<file path="config.mk">
export PLATFORM = sky130hd
export DESIGN_NAME = host_lcd_sequencer
export DESIGN_NICKNAME = d
export VERILOG_FILES = /design/src/rtl/host_lcd_sequencer.sv
export SDC_FILE = /design/constraint.sdc
export NUM_CORES = 1
export LEC_CHECK = 0
export ABC_AREA = 1
export CORE_ASPECT_RATIO = 0.75
export CORE_MARGIN = 1.5
export CORE_UTILIZATION = 50
export CTS_CLUSTER_DIAMETER = 150
export CTS_CLUSTER_SIZE = 25
export DETAILED_ROUTE_END_ITERATION = 10
export PLACE_DENSITY = 0.71
export SYNTH_ARGS = -nofsm -noshare
export SYNTH_HDL_FRONTEND = slang
export SYNTH_SLANG_ARGS = --single-unit
</file>
<file path="constraint.sdc">
create_clock -name clk -period 2.9 [get_ports clk]
set_input_delay 0.29 -clock clk [delete_from_list [all_inputs] [get_ports clk]]
set_output_delay 0.29 -clock clk [all_outputs]
set_load 0.005 [all_outputs]
</file>
<file path="src/rtl/host_lcd_sequencer.sv">
// -----------------------------------------------------------------------------
// host_lcd_sequencer
//
// Purpose:
//   Drives a 16x2 HD44780-style character LCD over an 8-bit, write-only bus.
//   After reset it waits out the panel power-up time and sends the init
//   command set. It then keeps both display lines in sync with the host rows.
//   Any difference between the host rows and the last-written snapshot
//   triggers a full rewrite of both lines: 34 bytes in total.
//
// Ports:
//   clk       in   1    clock
//   nRst      in   1    asynchronous, active-low reset
//   top       in   128  line-1 characters, [127:120] = column 0 ... [7:0] = col 15
//   bottom    in   128  line-2 characters, same packing
//   lcd_rs    out  1    0 = command byte, 1 = data byte
//   lcd_rw    out  1    always 0 (write only)
//   lcd_en    out  1    enable strobe; the panel latches on its falling edge
//   lcd_data  out  8    byte on the LCD bus
//   busy      out  1    high while power-up, init or a refresh is in progress
//   ready     out  1    high once init has completed, until the next reset
//
// Every byte goes through the same three phases:
//   SETUP for 1 cycle,
//   EN for EN_CYC cycles,
//   HOLD for BYTE_CYC cycles, or CLR_CYC cycles after the clear command.
// rs/data are decoded from the sequencer position. They do not change from
// SETUP through the end of HOLD.
//
// State table:
//   state   | meaning
//   PWRUP   | waiting PWRUP_CYC cycles for the panel supply to settle
//   INIT    | sending 0x38, 0x0C, 0x01, 0x06
//   IDLE    | panel matches snapshot; watching host rows for a change
//   CMD1    | sending DDRAM address 0x80 (line 1, column 0)
//   ROW1    | sending 16 line-1 data bytes from snap_top
//   CMD2    | sending DDRAM address 0xC0 (line 2, column 0)
//   ROW2    | sending 16 line-2 data bytes from snap_bot
// -----------------------------------------------------------------------------
module host_lcd_sequencer #(
    parameter int PWRUP_CYC = 1500,
    parameter int EN_CYC    = 4,
    parameter int BYTE_CYC  = 20,
    parameter int CLR_CYC   = 800
) (
    input  logic         clk,
    input  logic         nRst,
    input  logic [127:0] top,
    input  logic [127:0] bottom,
    output logic         lcd_rs,
    output logic         lcd_rw,
    output logic         lcd_en,
    output logic [7:0]   lcd_data,
    output logic         busy,
    output logic         ready
);

    // One shared down-counter serves the power-up wait and every byte phase.
    // It must be wide enough for the longest of these waits.
    localparam int MAX_AB  = (PWRUP_CYC > CLR_CYC) ? PWRUP_CYC : CLR_CYC;
    localparam int MAX_CD  = (EN_CYC > BYTE_CYC) ? EN_CYC : BYTE_CYC;
    localparam int CNT_MAX = (MAX_AB > MAX_CD) ? MAX_AB : MAX_CD;
    localparam int CW      = $clog2(CNT_MAX + 1);

    localparam logic [CW-1:0] CNT_ONE    = CW'(1);
    localparam logic [CW-1:0] PWRUP_LOAD = CW'(PWRUP_CYC - 1);
    localparam logic [CW-1:0] EN_LOAD    = CW'(EN_CYC - 1);
    localparam logic [CW-1:0] BYTE_LOAD  = CW'(BYTE_CYC - 1);
    localparam logic [CW-1:0] CLR_LOAD   = CW'(CLR_CYC - 1);

    localparam logic [127:0] BLANK_ROW = {16{8'h20}};

    typedef enum logic [2:0] {
        S_PWRUP,
        S_INIT,
        S_IDLE,
        S_CMD1,
        S_ROW1,
        S_CMD2,
        S_ROW2
    } state_t;

    typedef enum logic [1:0] {
        PH_SETUP,
        PH_EN,
        PH_HOLD
    } phase_t;

    state_t          state_q, state_d;
    phase_t          phase_q, phase_d;
    logic [CW-1:0]   cnt_q, cnt_d;
    logic [1:0]      init_idx_q, init_idx_d;
    logic [3:0]      col_q, col_d;
    logic [127:0]    snap_top_q, snap_top_d;
    logic [127:0]    snap_bot_q, snap_bot_d;
    logic            ready_q, ready_d;
    logic            force_q, force_d;
    logic            en_q, en_d;

    logic            cnt_zero;
    logic            byte_state;
    logic            byte_done;
    logic            byte_rs;
    logic [7:0]      byte_data;
    logic            is_clear;
    logic [CW-1:0]   hold_load;
    logic [6:0]      col_base;
    logic            rows_differ;

    // ------------------------------------------------------------------
    // Byte currently on the bus, derived from the sequencer position.
    // Column 0 sits in the top byte of each row. The bit offset of a
    // column is therefore (15 - col) * 8, which is {~col, 3'b000}.
    // ------------------------------------------------------------------
    assign col_base = {~col_q, 3'b000};

    always_comb begin
        byte_rs   = 1'b0;
        byte_data = 8'h00;
        case (state_q)
            S_INIT: begin
                case (init_idx_q)
                    2'd0:    byte_data = 8'h38;  // 8-bit bus, 2 lines, 5x8 font
                    2'd1:    byte_data = 8'h0C;  // display on, cursor off
                    2'd2:    byte_data = 8'h01;  // clear display
                    default: byte_data = 8'h06;  // entry mode: increment, no shift
                endcase
            end
            S_CMD1: byte_data = 8'h80;
            S_ROW1: begin
                byte_rs   = 1'b1;
                byte_data = snap_top_q[col_base +: 8];
            end
            S_CMD2: byte_data = 8'hC0;
            S_ROW2: begin
                byte_rs   = 1'b1;
                byte_data = snap_bot_q[col_base +: 8];
            end
            default: begin
                byte_rs   = 1'b0;
                byte_data = 8'h00;
            end
        endcase
    end

    // Only the clear command needs the long settle time. A data byte that
    // happens to be 0x01 is an ordinary character.
    assign is_clear    = !byte_rs && (byte_data == 8'h01);
    assign hold_load   = is_clear ? CLR_LOAD : BYTE_LOAD;
    assign cnt_zero    = (cnt_q == '0);
    assign byte_state  = (state_q == S_INIT) || (state_q == S_CMD1) || (state_q == S_ROW1) ||
                         (state_q == S_CMD2) || (state_q == S_ROW2);
    assign byte_done   = byte_state && (phase_q == PH_HOLD) && cnt_zero;
    assign rows_differ = (top != snap_top_q) || (bottom != snap_bot_q);

    // ------------------------------------------------------------------
    // Next-state logic.
    // The byte-phase engine runs first. The state case then takes over at
    // the end of each byte and decides where the sequence goes next.
    // ------------------------------------------------------------------
    always_comb begin
        state_d    = state_q;
        phase_d    = phase_q;
        cnt_d      = cnt_q;
        init_idx_d = init_idx_q;
        col_d      = col_q;
        snap_top_d = snap_top_q;
        snap_bot_d = snap_bot_q;
        ready_d    = ready_q;
        force_d    = force_q;
        en_d       = en_q;

        if (byte_state) begin
            case (phase_q)
                PH_SETUP: begin
                    phase_d = PH_EN;
                    cnt_d   = EN_LOAD;
                    en_d    = 1'b1;
                end
                PH_EN: begin
                    if (cnt_zero) begin
                        phase_d = PH_HOLD;
                        cnt_d   = hold_load;
                        en_d    = 1'b0;
                    end else begin
                        cnt_d = cnt_q - CNT_ONE;
                    end
                end
                PH_HOLD: begin
                    if (!cnt_zero) begin
                        cnt_d = cnt_q - CNT_ONE;
                    end
                end
                default: begin
                    phase_d = PH_SETUP;
                    en_d    = 1'b0;
                end
            endcase
        end

        case (state_q)
            S_PWRUP: begin
                if (cnt_zero) begin
                    state_d    = S_INIT;
                    phase_d    = PH_SETUP;
                    init_idx_d = 2'd0;
                end else begin
                    cnt_d = cnt_q - CNT_ONE;
                end
            end

            S_INIT: begin
                if (byte_done) begin
                    phase_d = PH_SETUP;
                    if (init_idx_q == 2'd3) begin
                        state_d = S_IDLE;
                        ready_d = 1'b1;
                        // The panel was just cleared. It must be rewritten
                        // even if the host rows equal the blank snapshot.
                        force_d = 1'b1;
                    end else begin
                        init_idx_d = init_idx_q + 2'd1;
                    end
                end
            end

            S_IDLE: begin
                phase_d = PH_SETUP;
                if (force_q || rows_differ) begin
                    // The refresh reads only the snapshot. Host changes made
                    // while it runs are picked up by the next compare in IDLE.
                    snap_top_d = top;
                    snap_bot_d = bottom;
                    force_d    = 1'b0;
                    state_d    = S_CMD1;
                end
            end

            S_CMD1: begin
                if (byte_done) begin
                    state_d = S_ROW1;
                    phase_d = PH_SETUP;
                    col_d   = 4'd0;
                end
            end

            S_ROW1: begin
                if (byte_done) begin
                    phase_d = PH_SETUP;
                    col_d   = col_q + 4'd1;
                    if (col_q == 4'd15) begin
                        state_d = S_CMD2;
                    end
                end
            end

            S_CMD2: begin
                if (byte_done) begin
                    state_d = S_ROW2;
                    phase_d = PH_SETUP;
                    col_d   = 4'd0;
                end
            end

            S_ROW2: begin
                if (byte_done) begin
                    phase_d = PH_SETUP;
                    col_d   = col_q + 4'd1;
                    if (col_q == 4'd15) begin
                        state_d = S_IDLE;
                    end
                end
            end

            default: begin
                state_d = S_PWRUP;
                phase_d = PH_SETUP;
                cnt_d   = PWRUP_LOAD;
                en_d    = 1'b0;
            end
        endcase
    end

    always_ff @(posedge clk or negedge nRst) begin
        if (!nRst) begin
            state_q    <= S_PWRUP;
            phase_q    <= PH_SETUP;
            cnt_q      <= PWRUP_LOAD;
            init_idx_q <= 2'd0;
            col_q      <= 4'd0;
            snap_top_q <= BLANK_ROW;
            snap_bot_q <= BLANK_ROW;
            ready_q    <= 1'b0;
            force_q    <= 1'b0;
            en_q       <= 1'b0;
        end else begin
            state_q    <= state_d;
            phase_q    <= phase_d;
            cnt_q      <= cnt_d;
            init_idx_q <= init_idx_d;
            col_q      <= col_d;
            snap_top_q <= snap_top_d;
            snap_bot_q <= snap_bot_d;
            ready_q    <= ready_d;
            force_q    <= force_d;
            en_q       <= en_d;
        end
    end

    // The strobe comes straight from a flop so the panel never sees a
    // decode glitch on the edge it latches on.
    assign lcd_en   = en_q;
    assign lcd_rs   = byte_rs;
    assign lcd_data = byte_data;
    assign lcd_rw   = 1'b0;
    assign busy     = (state_q != S_IDLE);
    assign ready    = ready_q;

endmodule

</file>
==> run_results.csv, run 1 <==
group,metric,value,unit
critical_path,path_cells,"inv_4 > nand2_4 > nor2_4 > buf_12 > buf_12 > buf_12 > nand2_1 > a32o_1 > o211ai_1 > nand3_1 > a31oi_2 > buf_2",
synth,synth_edf_count,0,
timing,fin_crit_sh,101,%
placement,dp_hpwl,47700,um
critical_path,critPathKind,"reg -> out",
finish,multi_input_area,9260,um2
timing,period_needed,2.94,ns
synth,syn_inst,2435,
clocking,clk-insertion-delay-late,0.53,ns
critical_path,critPathMaxStageDelay,0.43,ns
power_and_ir_drop,vdd_drop_max,0.000385,V
hold_path,hold-path-cell-count,3,
clocking,cts_tree,"built",
detailed_routing,ant_nets,0,
global_route,grt_pass1_wl,96300,um
finish,nNetsFinal,3003,
flow_run,drv_cap,0,
placement,post_dp_cell_area,20900,um2
power_and_ir_drop,p_leak,10.2,nW
die,die_area,35700,um2
detailed_routing,detail_route.iter0.violations,2047,
global_route,grt_max_degree,90,
critical_path,worst_path_most_repeated_cell,"buf_12",
power_and_ir_drop,power.density,318,nW/um2
timing,fmax,0.340,GHz
synth,async_flop_share,100,%
detailed_routing,post_drt_wl_per_cell,20.1,um
synth,ys_ff_latch,281,
timing,slew_headroom,47.4,%
timing,slew_violations,0,
clocking,clockRootBuffer,"clkbuf_16",
finish,syn2layout_area_growth,29.7,%
global_route,grtUsageTotal,35.4,%
placement,gp_congestion,0.977,
critical_path,critical_path_peak_fanout,7,
die,die_height,164,um
synth,syn_nets,2701,
clocking,htree_levels,1,
timing,setup_viol,2,
power_and_ir_drop,fin_total_pwr,7.13,mW
synth,synth_ff_type,"dfrtp_1",
detailed_routing,vias,18100,
finish,finish.instance_area,22400,um2
hold_path,min_path_type,"in -> reg",
synth,ys_seq_area_share,41.0,%
synth,syn_area_per_cell,7.10,um2
die,io_pins,271,
finish,n_fill_cell,3040,
placement,place.port_buffers,269,
die,core,33800,um2
clocking,numCtsBuffers,15,
timing,worst_slew_pin_slew,0.789,ns
clocking,cts_buffer_depth,3,
clocking,clk_pin_slew,0.11,ns
synth,yosysWarnings,0,
detailed_routing,viasPerCell,5.67,
die,die_x,218,um
global_route,antenna_found_initial,0,
critical_path,slowest_stage,"dfrtp_1",
global_route,grt_pass1_vias,16900,
finish,n_antenna_cell,0,
clocking,cts_num_sinks,281,
finish,regArea,7080,um2
timing,setup_tns,-0.0795,ns
finish,final_layout_size_suffix_gt1_share,11.5,%
critical_path,cp-start-kind,"flop",
timing,finalHoldViolations,0,
critical_path,cp.arrival,2.65,ns
critical_path,cp-end-kind,"output port",
outcome,outcome,"finished with violations",
synth,ys_types,48,
detailed_routing,drtPass1Iterations,6,
critical_path,critPathRequiredTime,2.61,ns
critical_path,rr_worst_depth,13,
outcome,violations,"setup timing",
die,initial_core_util,51.1,%
timing,rsz0062_at_grt,"yes",
timing,fin_skew,0.0377,ns
detailed_routing,drc_errors,0,
die,std_cell_rows,58,
timing,fin_ws,-0.0420,ns
global_route,gr-total-overflow,0,
finish,post-route-util,66.3,%
detailed_routing,wirelength,64200,um
synth,syn_area,17300,um2
cells by family (layout without fill, tap and decap cells):
group | count (synthesis) | in the layout | synth area share (%)
AND/OR/NAND/NOR | 1342 | 1343 | 32.3
buffers and inverters | 332 | 641 | 8.33
other | 1 | 1 | 0.0217
adder cells (fa/ha/maj) | 8 | 8 | 0.579
AO/OA/AOI/OAI | 341 | 341 | 11.3
XOR/XNOR | 130 | 130 | 6.59
flip-flops | 281 | 281 | 41.0
where the power goes:
| group | internal (mW) | switching, mW |
|---|---|---|
| registers | 3.92 | 0 |
| logic | 0.437 | 0.365 |
| clock network | 1.01 | 1.41 |
worst paths after layout:
path                           startpoint              end  slack (ns)
hold / removal                   top[125]  snap_top_q[125]        0.33
setup reg to reg           snap_top_q[69]  snap_bot_q[107]        0.08
min in group asynchronous            nRst    snap_top_q[0]        0.35
hold reg to reg                     ready            ready        0.48
setup / recovery               state_q[0]      lcd_data[6]       -0.04
max in group asynchronous            nRst   snap_bot_q[37]        1.64
timing repair:
action,4_1_cts,5_1_grt
gates resized for setup,91,72
setup buffers,19,11
gates cloned,6,3
hold buffers,1,0
hold endpoints to repair,68,0
endpoints found under the setup margin,260,261
pin swaps,22,41
layout make-up:
type                    instances  area share, %
multi-input cells            1823           41.3
flip-flops and latches        281           31.6
repair buffers                401           19.1
inverters                     215           3.62
well taps                     450           2.51
clock buffers                  24           1.82
clock inverters                 1         0.0893
flip-flops by register name, summed over array words and instances (netlist names):
signal and count:
force_q 1, snap_top_q 128, snap_bot_q 128, ready 1
state_q 3, phase_q 2, cnt_q 11, init_idx_q 2
lcd_en 1, col_q 4
layout by cell type (no fill, tap or decap), types with 27 or more instances in the layout:
master / Yosys / final
a21oi_1: 38 / 34
buf_12: 0 / 28
buf_4: 6 / 82
clkdlybuf4s50_1: 0 / 260
dfrtp_1: 241 / 239
dfstp_2: 40 / 40
inv_1: 209 / 209
nand2_1: 898 / 878
nand3_1: 265 / 203
nand3_2: 0 / 61
nand4_1: 38 / 38
nor2_1: 104 / 100
o21ai_0: 202 / 199
o22ai_1: 28 / 28
xnor2_1: 103 / 103
xor2_1: 27 / 27
through the flow:
stage / instances / setup slack [ns] / hold slack, ns
6_report: 3195 / -0.0420 / 0.333
5_1_grt: 3195 / -0.133 / 0.339
4_1_cts: 3181 / -0.110 / 0.327
3_5_place_dp: 3132 / -0.447 / 0.369
3_3_place_gp: 3132 / -0.445 / 0.366
2_1_floorplan: 2435 / 0.756 / -0.00559
cell usage after synthesis (10+ instances only):
cell type    n  area (um2)
o211ai_1    17         128
a221oi_1    12         105
clkbuf_1    31         116
nor2_1     104         390
nand3_1    265        1330
dfrtp_1    241        6030
nand4_1     38         238
a21oi_1     38         190
nand2_1    898        3370
o21ai_0    202        1010
a211oi_1    14         105
buf_1       10        37.5
dfstp_2     40        1050
o22ai_1     28         175
xnor2_1    103         902
xor2_1      27         236
nor3_1      11        55.1
buf_2       57         285
inv_1      209         785
buf_6       13         146
worst max-delay path: cells and delay by family, from the launching register on:
family,cells,cell delay [ns]
simple gates,4,0.41
flops,1,0.43
buf+inv,5,0.61
compound gates,3,0.68
metal layers:
metal | share of wire, % | up-vias | GRT usage [%]
met2 | 46 | 934 | 57.7
li1 | - | 8496 | -
met3 | 8.7 | 124 | 4.72
met4 | 3.6 | 0 | 11.6
met5 | 0 | - | 0
met1 | 42 | 8555 | 48.8
No activity file was read; power rests on OpenSTA's default activity.
==> run 2, diff against run 1 <==
CORE_ASPECT_RATIO = default   (was 0.75)
==> run 2 against run 1 <==
The flow still finishes with violations (setup timing). Critical path depth fell by 2. Global-route usage down 2.3 points. Maximum frequency fell by 3.7%. First-iteration DRC count shrank 9.4%. Final area is 0.75% lower. Sequential power about the same. Final cell count decreased by 0.59%. Sequential cell count did not move. Combinational power shrank 2%. Largest cell class unchanged.
==> run_results.csv, run 2 (synthesis gave the netlist of run 1 again) <==
group,metric,value,unit
outcome,outcome,"finished with violations",
outcome,violations,"setup timing",
timing,slew_violations,0,
die,die_area,35700,um2
detailed_routing,viasPerCell,5.63,
clocking,clk_pin_slew,0.11,ns
die,die_x,189,um
finish,n_fill_cell,2971,
finish,syn2layout_area_growth,28.7,%
clocking,cts_num_sinks,281,
detailed_routing,drtPass1Iterations,8,
detailed_routing,vias,17900,
die,core,33800,um2
detailed_routing,post_drt_wl_per_cell,18.9,um
hold_path,min_path_type,"in -> async",
power_and_ir_drop,p_leak,10.1,nW
placement,pre_cts_ws,-0.380,ns
detailed_routing,detail_route.iter0.violations,1855,
critical_path,critPathMaxStageDelay,0.41,ns
detailed_routing,ant_nets,0,
clocking,clk-insertion-delay-late,0.52,ns
flow_run,drv_cap,0,
clocking,htree_levels,1,
timing,fin_ws,-0.154,ns
global_route,gr-total-overflow,0,
critical_path,critPathRequiredTime,2.61,ns
critical_path,cp.arrival,2.76,ns
timing,fin_crit_sh,105,%
timing,finalHoldViolations,0,
placement,post_dp_cell_area,20800,um2
critical_path,cp-start-kind,"flop",
finish,finalNonFillerCells,3176,
finish,final_layout_size_suffix_gt1_share,10.7,%
timing,rsz0062_at_grt,"yes",
critical_path,cp-end-kind,"output port",
timing,period_needed,3.05,ns
finish,final_cell_mix,"882 x nand2_1, 260 x clkdlybuf4s50_1, 238 x dfrtp_1",
timing,slew_headroom,45.4,%
placement,place.port_buffers,269,
critical_path,critical_path.top_delay_family,"compound AO/OA/AOI/OAI gates",
global_route,grtUsageTotal,33.1,%
timing,fmax,0.327,GHz
timing,worst_slew_pin_slew,0.818,ns
finish,finish.instance_area,22300,um2
finish,n_antenna_cell,0,
finish,post-route-util,65.9,%
detailed_routing,drc_errors,0,
finish,reg_top3,"snap_bot_q: 128 flops, snap_top_q: 128 flops, cnt_q: 11 flops",
critical_path,path_cells,"inv_4 > nand3_4 > buf_6 > buf_16 > nand2_1 > a32o_2 > o211ai_1 > nand3_1 > a31oi_1 > buf_2",
global_route,grt_pass1_wl,93200,um
detailed_routing,wirelength,60100,um
power_and_ir_drop,power.density,319,nW/um2
finish,final_common_cell,"nand2_1",
die,die_height,189,um
finish,multi_input_area,9220,um2
finish,nNetsFinal,2987,
critical_path,critical_path_peak_fanout,14,
critical_path,slowest_stage,"dfrtp_1",
die,std_cell_rows,67,
placement,gp_congestion,0.917,
power_and_ir_drop,vdd_drop_max,0.000415,V
critical_path,path_buf_inv,4,
placement,dp_hpwl,43100,um
clocking,cts_tree,"built",
timing,setup_tns,-0.179,ns
clocking,cts_buffer_depth,3,
placement,dp_cells,3117,
die,io_pins,271,
global_route,grt_pass1_vias,17200,
critical_path,critPathKind,"reg -> out",
global_route,antenna_found_initial,0,
power_and_ir_drop,fin_total_pwr,7.11,mW
timing,fin_skew,0.0409,ns
finish,regArea,7090,um2
clocking,clockRootBuffer,"clkbuf_16",
timing,setup_viol,2,
timing,holdWs,0.315,ns
global_route,grt_max_degree,86,
critical_path,rrSetupSlack,0.22,ns
clocking,numCtsBuffers,15,
die,initial_core_util,51.2,%
## run 2: final cells by class
class | count | area share, %
multi-input cells | 1823 | 41.4
flip-flops and latches | 281 | 31.8
repair buffers | 385 | 18.7
inverters | 215 | 3.65
well taps | 448 | 2.52
clock buffers | 23 | 1.82
clock inverters | 1 | 0.0899
## run 2: timing repair
| action | CTS | global route |
|---|---|---|
| cloned | 6 | 7 |
| resized for setup | 95 | 69 |
| buffers inserted | 13 | 9 |
| endpoints found under the hold margin | 53 | 0 |
| hold buffers | 1 | 0 |
| pin swaps | 34 | 37 |
| endpoints found under the setup margin | 8 | 202 |
## run 2: power by group
group | internal, mW | leakage, nW | switching, mW
clock | 1.00 | 0.204 | 1.41
sequential | 3.92 | 3.76 | 0
combinational | 0.430 | 6.13 | 0.352
## run 2: path summary, 6_finish.rpt
path	startpoint	end	cells after the start
worst min register to register	ready	ready	2
min in group clk	bottom[93]	snap_bot_q[93]	3
worst min-delay path	nRst	snap_top_q[123]	2
worst max-delay path	state_q[0]	lcd_data[6]	10
worst max register to register	snap_top_q[69]	snap_bot_q[47]	12
max in group asynchronous	nRst	snap_bot_q[61]	3
## run 2: per-layer routing
| metal | track usage, % | part of all wire (%) |
|---|---|---|
| met1 | 45.7 | 42 |
| met2 | 54.0 | 46 |
| met4 | 10.5 | 3.6 |
| met5 | 0 | 0 |
| met3 | 4.30 | 8.2 |
## run 2: worst register-to-register path, cell delays in order (launching register included)
cell and delay, ns:
dfstp_2 0.57, o21ai_0 0.09, nor2_1 0.11, nand3_1 0.10, nor4_2 0.44, buf_4 0.20, nand4_1 0.10, nor2_1 0.18
nand2_2 0.14, nand2_4 0.23, clkbuf_16 0.29, nand2_1 0.08, o21ai_0 0.07
==> run 3, diff against run 2 <==
CTS_CLUSTER_SIZE = 28   (was 25)
PLACE_DENSITY = 0.75   (was 0.71)
==> run 3 against run 2 <==
The run still ends with setup timing left. Clock skew increased by 0.0024 ns. Clock power is essentially flat. Routed wire length is 1.5% lower. Register-to-register slack worse by 0.06 ns. Non-clock buffer count up 12. Worst hold slack improved by 0.0060 ns. Maximum frequency up 4.8%. Worst setup slack better by 0.14 ns. Final area decreased by 0.13%. Combinational power shrank 0.9%. Final cell count grew 0.35%. First-iteration DRC count increased by 9.3%. Critical path type unchanged. Critical endpoint is now lcd_data[0].
==> run_results.csv, run 3 (synthesis gave the netlist of run 1 again) <==
group,metric,value,unit
detailed_routing,drtPass1Iterations,8,
critical_path,critical_path.top_delay_family,"buffers and inverters",
clocking,cts_tree,"built",
die,die_area,35700,um2
die,core,33800,um2
global_route,grt_pass1_wl,91600,um
power_and_ir_drop,netSwitchingFraction,24.6,%
placement,place.port_buffers,269,
outcome,violations,"setup timing",
critical_path,rr_endpoint,"snap_top_q[90]",
timing,finalHoldViolations,0,
flow_run,drv_cap,0,
global_route,grt_pass1_vias,17200,
timing,setup_viol,3,
timing,fin_crit_sh,100,%
finish,n_antenna_cell,0,
critical_path,rrSetupSlack,0.16,ns
clocking,clk-insertion-delay-late,0.53,ns
critical_path,cp-start-kind,"flop",
timing,slew_violations,0,
die,io_pins,271,
detailed_routing,drc_errors,0,
finish,finish.instance_area,22200,um2
power_and_ir_drop,clkPwrFrac,33.8,%
timing,fmax,0.343,GHz
clocking,numCtsBuffers,14,
global_route,grt_max_degree,76,
critical_path,path_cells,"inv_2 > nor2_4 > buf_4 > buf_12 > buf_8 > nand2_1 > nand3_2 > nand3_2 > nand3_2 > nand3_2 > nand2_2 > a21oi_4 > inv_2 > dlygate4sd2_1",
power_and_ir_drop,power.density,319,nW/um2
critical_path,critical_path_peak_fanout,10,
timing,worst_slew_pin_slew,0.838,ns
power_and_ir_drop,pwr-share-seq,55.3,%
critical_path,cp.arrival,2.62,ns
power_and_ir_drop,power_frac_comb,10.9,%
critical_path,rr_worst_depth,13,
die,initial_core_util,51.2,%
die,die_x,189,um
global_route,grtUsageTotal,32.3,%
power_and_ir_drop,vdd_drop_max,0.000296,V
power_and_ir_drop,switchingPower,1.74,mW
finish,post-route-util,65.8,%
global_route,antenna_found_initial,0,
hold_path,min_path_type,"in -> reg",
placement,dp_hpwl,43300,um
clocking,htree_levels,1,
timing,rsz0062_at_grt,"yes",
hold_path,worstHoldStart,"top[61]",
finish,nNetsFinal,2997,
finish,reg_top3,"snap_bot_q: 128 flops, snap_top_q: 128 flops, cnt_q: 11 flops",
critical_path,reg2reg_from,"snap_top_q[69]",
critical_path,path_buf_inv,6,
timing,setup_tns,-0.0257,ns
hold_path,hold-path-cell-count,3,
critical_path,slowest_stage,"dfrtp_2",
detailed_routing,vias,18000,
die,std_cell_rows,67,
finish,final_cell_mix,"885 x nand2_1, 260 x clkdlybuf4s50_1, 238 x dfrtp_1",
clocking,cts_num_sinks,281,
power_and_ir_drop,p_leak,10.1,nW
global_route,gr-total-overflow,0,
finish,final_layout_size_suffix_gt1_share,10.7,%
critical_path,worstSetupStartpoint,"state_q[2]",
clocking,clk_pin_slew,0.12,ns
timing,slew_headroom,44.1,%
power_and_ir_drop,fin_total_pwr,7.09,mW
detailed_routing,post_drt_wl_per_cell,18.6,um
hold_path,min_to,"snap_top_q[61]",
die,die_height,189,um
detailed_routing,wirelength,59200,um
critical_path,critPathRequiredTime,2.61,ns
power_and_ir_drop,intPower,5.35,mW
critical_path,critPathKind,"reg -> out",
outcome,outcome,"finished with violations",
placement,gp_congestion,0.917,
finish,n_fill_cell,2925,
detailed_routing,detail_route.iter0.violations,2027,
clocking,clockRootBuffer,"clkbuf_16",
critical_path,critPathMaxStageDelay,0.46,ns
timing,period_needed,2.91,ns
timing,fin_ws,-0.0135,ns
finish,final_common_cell,"nand2_1",
timing,fin_skew,0.0433,ns
detailed_routing,ant_nets,0,
detailed_routing,viasPerCell,5.66,
critical_path,cp-end-kind,"output port",
critical_path,worst_path_most_repeated_cell,"nand3_2",
placement,post_dp_cell_area,21000,um2
clocking,cts_buffer_depth,3,
finish,syn2layout_area_growth,28.6,%
run 3: changes by cell type in the layout (fill, tap and decap cells not counted), moves of 3 or more:
cell,previous run,this run
buf_12,20,30
nand3_2,54,57
buf_16,8,2
a21oi_1,33,38
o21ai_2,3,0
o21ai_0,196,201
nand2_1,882,885
buf_4,65,85
buf_2,4,1
clkdlybuf4s15_2,0,3
clkbuf_16,21,18
a21oi_2,4,0
buf_6,14,4
run 3: cell type report:
cell class	instances	area [um2]	area share [%]
multi-input combinational	1822	9170	41.2
tap	448	561	2.52
timing repair buffer	397	4170	18.7
inverter	215	817	3.68
clock inverter	1	30.0	0.135
clock buffer	23	405	1.82
sequential	281	7090	31.9
run 3: what timing repair did:
| action | 4_1_cts | 5_1_grt |
|---|---|---|
| setup buffers | 19 | 6 |
| pin swaps | 18 | 24 |
| gates resized for setup | 100 | 36 |
| cloned | 3 | 3 |
| endpoints found under the setup margin | 8 | 57 |
| endpoints found under the hold margin | 60 | 0 |
| hold buffers | 1 | 0 |
run 3: worst max-delay path by stage:
stage | endpoint | cells past startpoint
after floorplan | init_idx_q[0] | 13
after global placement | snap_bot_q[67] | 14
after detailed placement | snap_bot_q[1] | 14
after CTS | lcd_data[1] | 16
after global routing | lcd_data[0] | 14
final | lcd_data[0] | 14
run 3: power by group through the flow:
stage	Sequential (mW)	Clock (mW)	Combinational, mW
after floorplan	3.99	0	0.201
after global placement	3.99	0	0.766
after detailed placement	3.99	0	0.770
after CTS	3.92	2.43	0.776
after global routing	3.92	2.54	0.839
final	3.92	2.39	0.774
run 3: metal layers:
layer | track usage, % | vias up | part of all wire (%)
met4 | 10.6 | 0 | 3.5
li1 | - | 8461 | -
met5 | 0 | - | 0
met1 | 44.2 | 8500 | 42
met2 | 53.7 | 962 | 47
met3 | 3.61 | 123 | 8.2
run 3: stage by stage:
step	hold slack [ns]	setup slack (ns)	std cells
after global placement	0.337	-0.215	3132
final	0.321	-0.0135	3187
after floorplan	-0.00559	0.756	2435
after CTS	0.317	-0.00173	3179
after global routing	0.358	-0.0879	3187
after detailed placement	0.332	-0.194	3132
run 3: worst reg2reg max path, delay by kind of cell (launching register included):
family | cells | cell delay (ns)
AOI/OAI and AO/OA | 1 | 0.09
buffers and inverters | 3 | 0.55
DFF | 1 | 0.58
and+or+nand+nor | 9 | 1.45
